[src/rtl/array_delay_line.sv]
`default_nettype none
// ============================================================================
//  Module      : array_delay_line
//  Description : Multi-lane fixed-latency delay line. It has DEPTH stages and
//                N lanes of W bits each. Lanes are masked per capture, and the
//                pipeline supports hold and flush. The block reports a
//                registered OR of the output data and an occupancy count.
//  Revision    : 1.0 - initial release
// ============================================================================
module array_delay_line #(
    parameter int N     = 4,
    parameter int W     = 8,
    parameter int DEPTH = 3
) (
    input  logic                         clock,
    input  logic                         rst,
    input  logic                         hold,
    input  logic                         flush,
    input  logic                         in_valid,
    input  logic [N*W-1:0]               in_data,
    input  logic [N-1:0]                 lane_en,
    output logic                         out_valid,
    output logic [N*W-1:0]               out_data,
    output logic                         q,
    output logic [$clog2(DEPTH+1)-1:0]   fill
);

    localparam int C_FILL_W = $clog2(DEPTH + 1);

    // Stage storage: data and valid bit per stage.
    logic [W-1:0]          r_data [0:DEPTH-1][0:N-1];
    logic [0:DEPTH-1]      r_valid;
    logic                  r_q;
    logic [C_FILL_W-1:0]   r_fill;

    // Masked lanes that stage 0 would capture on this edge.
    logic [W-1:0]          w_stage0 [0:N-1];
    // The content that will move into the last stage on a shifting edge.
    logic [W-1:0]          w_prev_data [0:N-1];
    logic                  w_prev_valid;
    logic                  w_next_q;
    logic [C_FILL_W-1:0]   w_next_fill;

    // Build stage-0 capture value; disabled lanes load zero.
    always_comb begin
        for (int k = 0; k < N; k++) begin
            w_stage0[k] = lane_en[k] ? in_data[k*W +: W] : '0;
        end
    end

    // Select the source of the last stage. With a single stage, that source
    // is the input itself.
    generate
        if (DEPTH == 1) begin : g_single_stage
            // Last stage is fed directly from the masked input.
            always_comb begin
                w_prev_valid = in_valid;
                for (int k = 0; k < N; k++) begin
                    w_prev_data[k] = w_stage0[k];
                end
            end
        end else begin : g_multi_stage
            // Last stage is fed from the stage just before it.
            always_comb begin
                w_prev_valid = r_valid[DEPTH-2];
                for (int k = 0; k < N; k++) begin
                    w_prev_data[k] = r_data[DEPTH-2][k];
                end
            end
        end
    endgenerate

    // Compute q and fill for a shifting edge. q is taken from the incoming
    // last-stage value, so it lines up with out_valid/out_data.
    always_comb begin
        w_next_q = 1'b0;
        for (int k = 0; k < N; k++) begin
            w_next_q = w_next_q | (|w_prev_data[k]);
        end
        w_next_q    = w_next_q & w_prev_valid;
        w_next_fill = r_fill + C_FILL_W'(in_valid) - C_FILL_W'(r_valid[DEPTH-1]);
    end

    // Pipeline update. Priority is reset, then flush, then hold, then shift.
    // Flush clears only the valid bits; stale data behind a cleared valid bit
    // is harmless.
    always_ff @(posedge clock) begin
        if (rst) begin
            for (int s = 0; s < DEPTH; s++) begin
                for (int k = 0; k < N; k++) begin
                    r_data[s][k] <= '0;
                end
            end
            r_valid <= '0;
            r_q     <= 1'b0;
            r_fill  <= '0;
        end else if (flush) begin
            r_valid <= '0;
            r_q     <= 1'b0;
            r_fill  <= '0;
        end else if (!hold) begin
            for (int k = 0; k < N; k++) begin
                r_data[0][k] <= w_stage0[k];
            end
            r_valid[0] <= in_valid;
            for (int s = 1; s < DEPTH; s++) begin
                r_valid[s] <= r_valid[s-1];
                for (int k = 0; k < N; k++) begin
                    r_data[s][k] <= r_data[s-1][k];
                end
            end
            r_q    <= w_next_q;
            r_fill <= w_next_fill;
        end
    end

    // Repack the last stage into the flat output bus.
    generate
        for (genvar k = 0; k < N; k++) begin : g_out_lane
            assign out_data[k*W +: W] = r_data[DEPTH-1][k];
        end
    endgenerate

    assign out_valid = r_valid[DEPTH-1];
    assign q         = r_q;
    assign fill      = r_fill;

endmodule
`default_nettype wire

[config.mk]
export PLATFORM = sky130hd
export DESIGN_NAME = array_delay_line
export DESIGN_NICKNAME = d
export VERILOG_FILES = /design/src/rtl/array_delay_line.sv
export SDC_FILE = /design/constraint.sdc
export NUM_CORES = 1
export LEC_CHECK = 0
export ABC_AREA = 0
export BUFFER_PORTS_ARGS = -buffer_cell sky130_fd_sc_hd__buf_2
export CAP_MARGIN = 30
export CELL_PAD_IN_SITES_DETAIL_PLACEMENT = 1
export CELL_PAD_IN_SITES_GLOBAL_PLACEMENT = 1
export CORE_MARGIN = 2
export CORE_UTILIZATION = 49
export CTS_CLUSTER_SIZE = 30
export DETAILED_ROUTE_END_ITERATION = 10
export PLACE_DENSITY_LB_ADDON = 0.1
export SLEW_MARGIN = 10
export SYNTH_ARGS = -nofsm -noshare
export SYNTH_HDL_FRONTEND = slang
export SYNTH_SLANG_ARGS = --single-unit
[constraint.sdc]
create_clock -name clock -period 11.09 [get_ports clock]
set_clock_uncertainty 0.1 [all_clocks]
set_input_delay 1.109 -clock clock [delete_from_list [all_inputs] [get_ports clock]]
set_output_delay 1.109 -clock clock [all_outputs]
set_load 0.005 [all_outputs]
-- After elaboration in Yosys (flattened, before gate mapping)
Memory sizes are Yosys's and may differ from the RTL's.
Cells that the tools add are included.
- memories: 1
- bits of input ports: 41
- flip-flop bits (word level): 6
- RAM bits: 96
- memory list (name ; depth ; bits a word ; read ports ; clocked after memory_dff ; write ports ; line ; RTL):
    r_data ; 3 ; 32 ; 3 ; 0 ; 3 ; 31 ; logic [W-1:0] r_data [0:DEPTH-1][0:N-1];
- reduce and logical (&&, ||, !) cells: 5
- bitwise operators: 16
- muxes and demuxes: 22
- add/subtract/negate cells: 2
- operators by type and width (kind ; count):
    8-bit two-way mux ; 16
    8-bit OR reduction ; 4
    1-bit bitwise OR ; 15
    1-bit two-way mux ; 6
    2-bit by 1-bit adder with 2-bit output ; 1
    2-bit OR reduction ; 1
    2-bit by 1-bit subtractor with 2-bit output ; 1
    1-bit bitwise AND ; 1

-- Depth between registers and ports, before layout
An unclocked memory read counts as a cell.
- depth after elaboration: 6
- depth in mapped cells: 7

-- Worst setup path before layout
OpenSTA, ideal clock, no wires.
- path kind: input-to-reg
- start point: input port hold
- end point: memory r_data[0][0] (netlist bit), enable pin
- library setup time: 570 ps
- arrival time: 5775 ps
- path slack: 4645 ps
- stages on the path: 2
- buffers on the path: 1
- data required time: 10420 ps
- path through: buf_2 > o21bai_1
- RTL lines (item ; line ; RTL):
    start, declared ; 17 ; input logic hold,
    end, declared ; 31 ;

==> results.toml <==
[outcome]
status = "complete, no violations"

[die]
core_sq_um = 8217
die-area_sq_um = 9254
fp.dieH_microns = 96.20
die_w_microns = 96.20
initial_core_util = 0.5069
rows = 33
ios = 77

[worst_setup_path]
slowest_stage = "nor2_8"
path_cells = "buf_2, or2_1, nor2_8, and3_1"
path_class = "in -> reg"
required_ns = 11.21
startpoint = "flush"
cp-start-kind = "primary input"
arrival_ns = 2.60
max_stage_delay_ns = 0.73
r2r-start = "r_data[0][33]$_SDFFCE_PP0P_"
crit_buf_inv = 1
cp_max_fo = 96
crit_family = "simple AND/OR/NAND/NOR gates"
critPathCaptureType = "flop"

[global_routing]
grt_pass1_vias = 2132
antenna_found_initial = 0
grt-ovfl-total = 0
grt_use_met2 = 0.2564
grt.busiest_layer = "met2"
grt_usage = 0.1541
grt_pass1_wl_mm = 10.40
grtUsageMet3 = 0.03446
use_met1 = 0.1913
grt_max_degree = 97

[synth]
synthFlopType = "edfxtp_1"
ys_ff_latch = 102
synthArstFlopShare = 0
syn_area_sq_um = 4165
yosysWarnings = 0
syn_nets = 318
yosysSeqAreaShare = 0.7209
synth_edf_count = 96
synth.avg_cell_area_sq_um = 15.15
synthDistinctLibCells = 23
synth_cells = 275

[detailed_routing]
drtAntennaViolNets = 0
drt-initial-drc-count = 92
routed_wl_mm = 6.720
num_vias = 2120
wl_per_cell_microns = 15.66
drt-vias-per-instance = 4.942
first_pass_iters = 3
drcViolationCount = 0

[sta]
setup_violations = 0
slew_headroom = 0.4029
grt_setup_unrepaired = "no"
slew_viol_final = 0
max_freq_ghz = 0.4036
tightestPinTransition_ns = 0.8957
setup_slack_ns = 8.612
finalHoldViolations = 0
setup-tns-final_ns = 0
min_period_ns = 2.478
period_share = 0.2234
holdWs_ns = 0.3967

[layout]
area_delta_synth_final_pct = 11.47
layout_common_cells = "edfxtp_1 (96), buf_2 (76), and2_1 (64), and3_1 (32), clkbuf_8 (9)"
fillCellCount = 799
drive_gt1_frac = 0.2932
diodes = 0
layout.core_utilization = 0.5651
final_common_cell = "edfxtp_1"
fin_nets = 363

[clock_network]
cts_buffer_depth = 2
cts_tree = "built"
cts_num_sinks = 102
cts-root-buf = "clkbuf_8"
clkLatencyLatePin_ns = 0.36
cts_buffers = 9
ctsResizeCount = 0
cts-hold-fix-buffers = 0
htreeDepth = 3
cts.reportedPaths.clkPinSlew_ns = 0.09
cts_setup_buffers = 0

[power_and_ir_drop]
irDropWorstVdd_uv = 70.57
leakagePower_nw = 1.998
pwr_density_cell_nw_per_um2 = 169.8

[placed_design]
post-dp-hpwl_mm = 4.342
port_buffers = 76
pre_cts_slack_ns = 8.226
place.gp.congestion = 0.7216

[run]
drv_cap = 0

[worst_hold_path]
hold_start = "q$_SDFFE_PP0N_"
hold_class = "reg -> reg"
## worst min-delay path: cells and delay by family (launching register included)
family             cells  cell delay [ns]
and+or+nand+nor        1             0.07
DFF                    1             0.33
AOI/OAI and AO/OA      1             0.06
## cell families after synthesis
kind of cell | Yosys count | share of synthesized area
compound gates | 6 | 0.007810
xor+xnor | 1 | 0.002103
fa+ha+maj | 2 | 0.006007
buf+inv | 46 | 0.08291
flops | 102 | 0.7209
mux | 3 | 0.007210
simple gates | 115 | 0.1730
## flip-flops by register name (all words and copies together) (netlist names)
signal   flops
r_data      96
fill         2
q            1
r_valid      3
## synthesized netlist by cell type (2+ instances only)
cell / number / area, sq um
ha_1: 2 / 25.02
a21oi_1: 3 / 15.01
nor2_1: 4 / 15.01
and3_1: 32 / 200.2
o21ai_0: 2 / 10.01
dfxtp_1: 6 / 120.1
nand4_1: 2 / 12.51
inv_1: 2 / 7.510
nor4_1: 8 / 50.05
and2_1: 64 / 400.4
edfxtp_1: 96 / 2883
mux2i_1: 3 / 30.03
buf_4: 32 / 240.2
buf_6: 6 / 67.56
clkbuf_2: 5 / 25.02
## stage by stage
step / power (mW) / instances / instance area [sq um]
2_1_floorplan: 0.4907 / 275 / 4165
3_3_place_gp: 0.4974 / 413 / 4358
3_5_place_dp: 0.5016 / 414 / 4385
4_1_cts: 0.7967 / 429 / 4643
5_1_grt: 0.8164 / 429 / 4643
6_report: 0.7886 / 429 / 4643
## per-layer routing
metal / vias to the layer above / routed length (microns)
li1: 1036 / -
met1: 1018 / 2875
met2: 56 / 3449
met3: 10 / 261
met4: 0 / 133
met5: - / 0
## final timing paths
| kind | end | slack (ns) | cells past startpoint |
|---|---|---|---|
| max reg2reg | q$_SDFFE_PP0N_ | 9.43 | 4 |
| min | q$_SDFFE_PP0N_ | 0.40 | 2 |
| max | r_data[0][17]$_SDFFCE_PN0P_ | 8.61 | 4 |
| min reg2reg | q$_SDFFE_PP0N_ | 0.40 | 2 |
## where the power goes
group          internal [mW]  switching (mW)
Sequential             0.445         0.00706
Clock                  0.172           0.125
Combinational         0.0169          0.0228
## final cells by class
class | count | area [sq um] | area share
clock buffers | 9 | 123.9 | 0.02668
clock inverters | 6 | 133.9 | 0.02883
inverters | 2 | 7.507 | 0.001617
multi-input cells | 127 | 828.3 | 0.1784
flip-flops and latches | 102 | 3003 | 0.6467
well taps | 105 | 131.4 | 0.02829
repair buffers | 78 | 415.4 | 0.08946
Note: power is estimated with default switching activity, not from simulation.
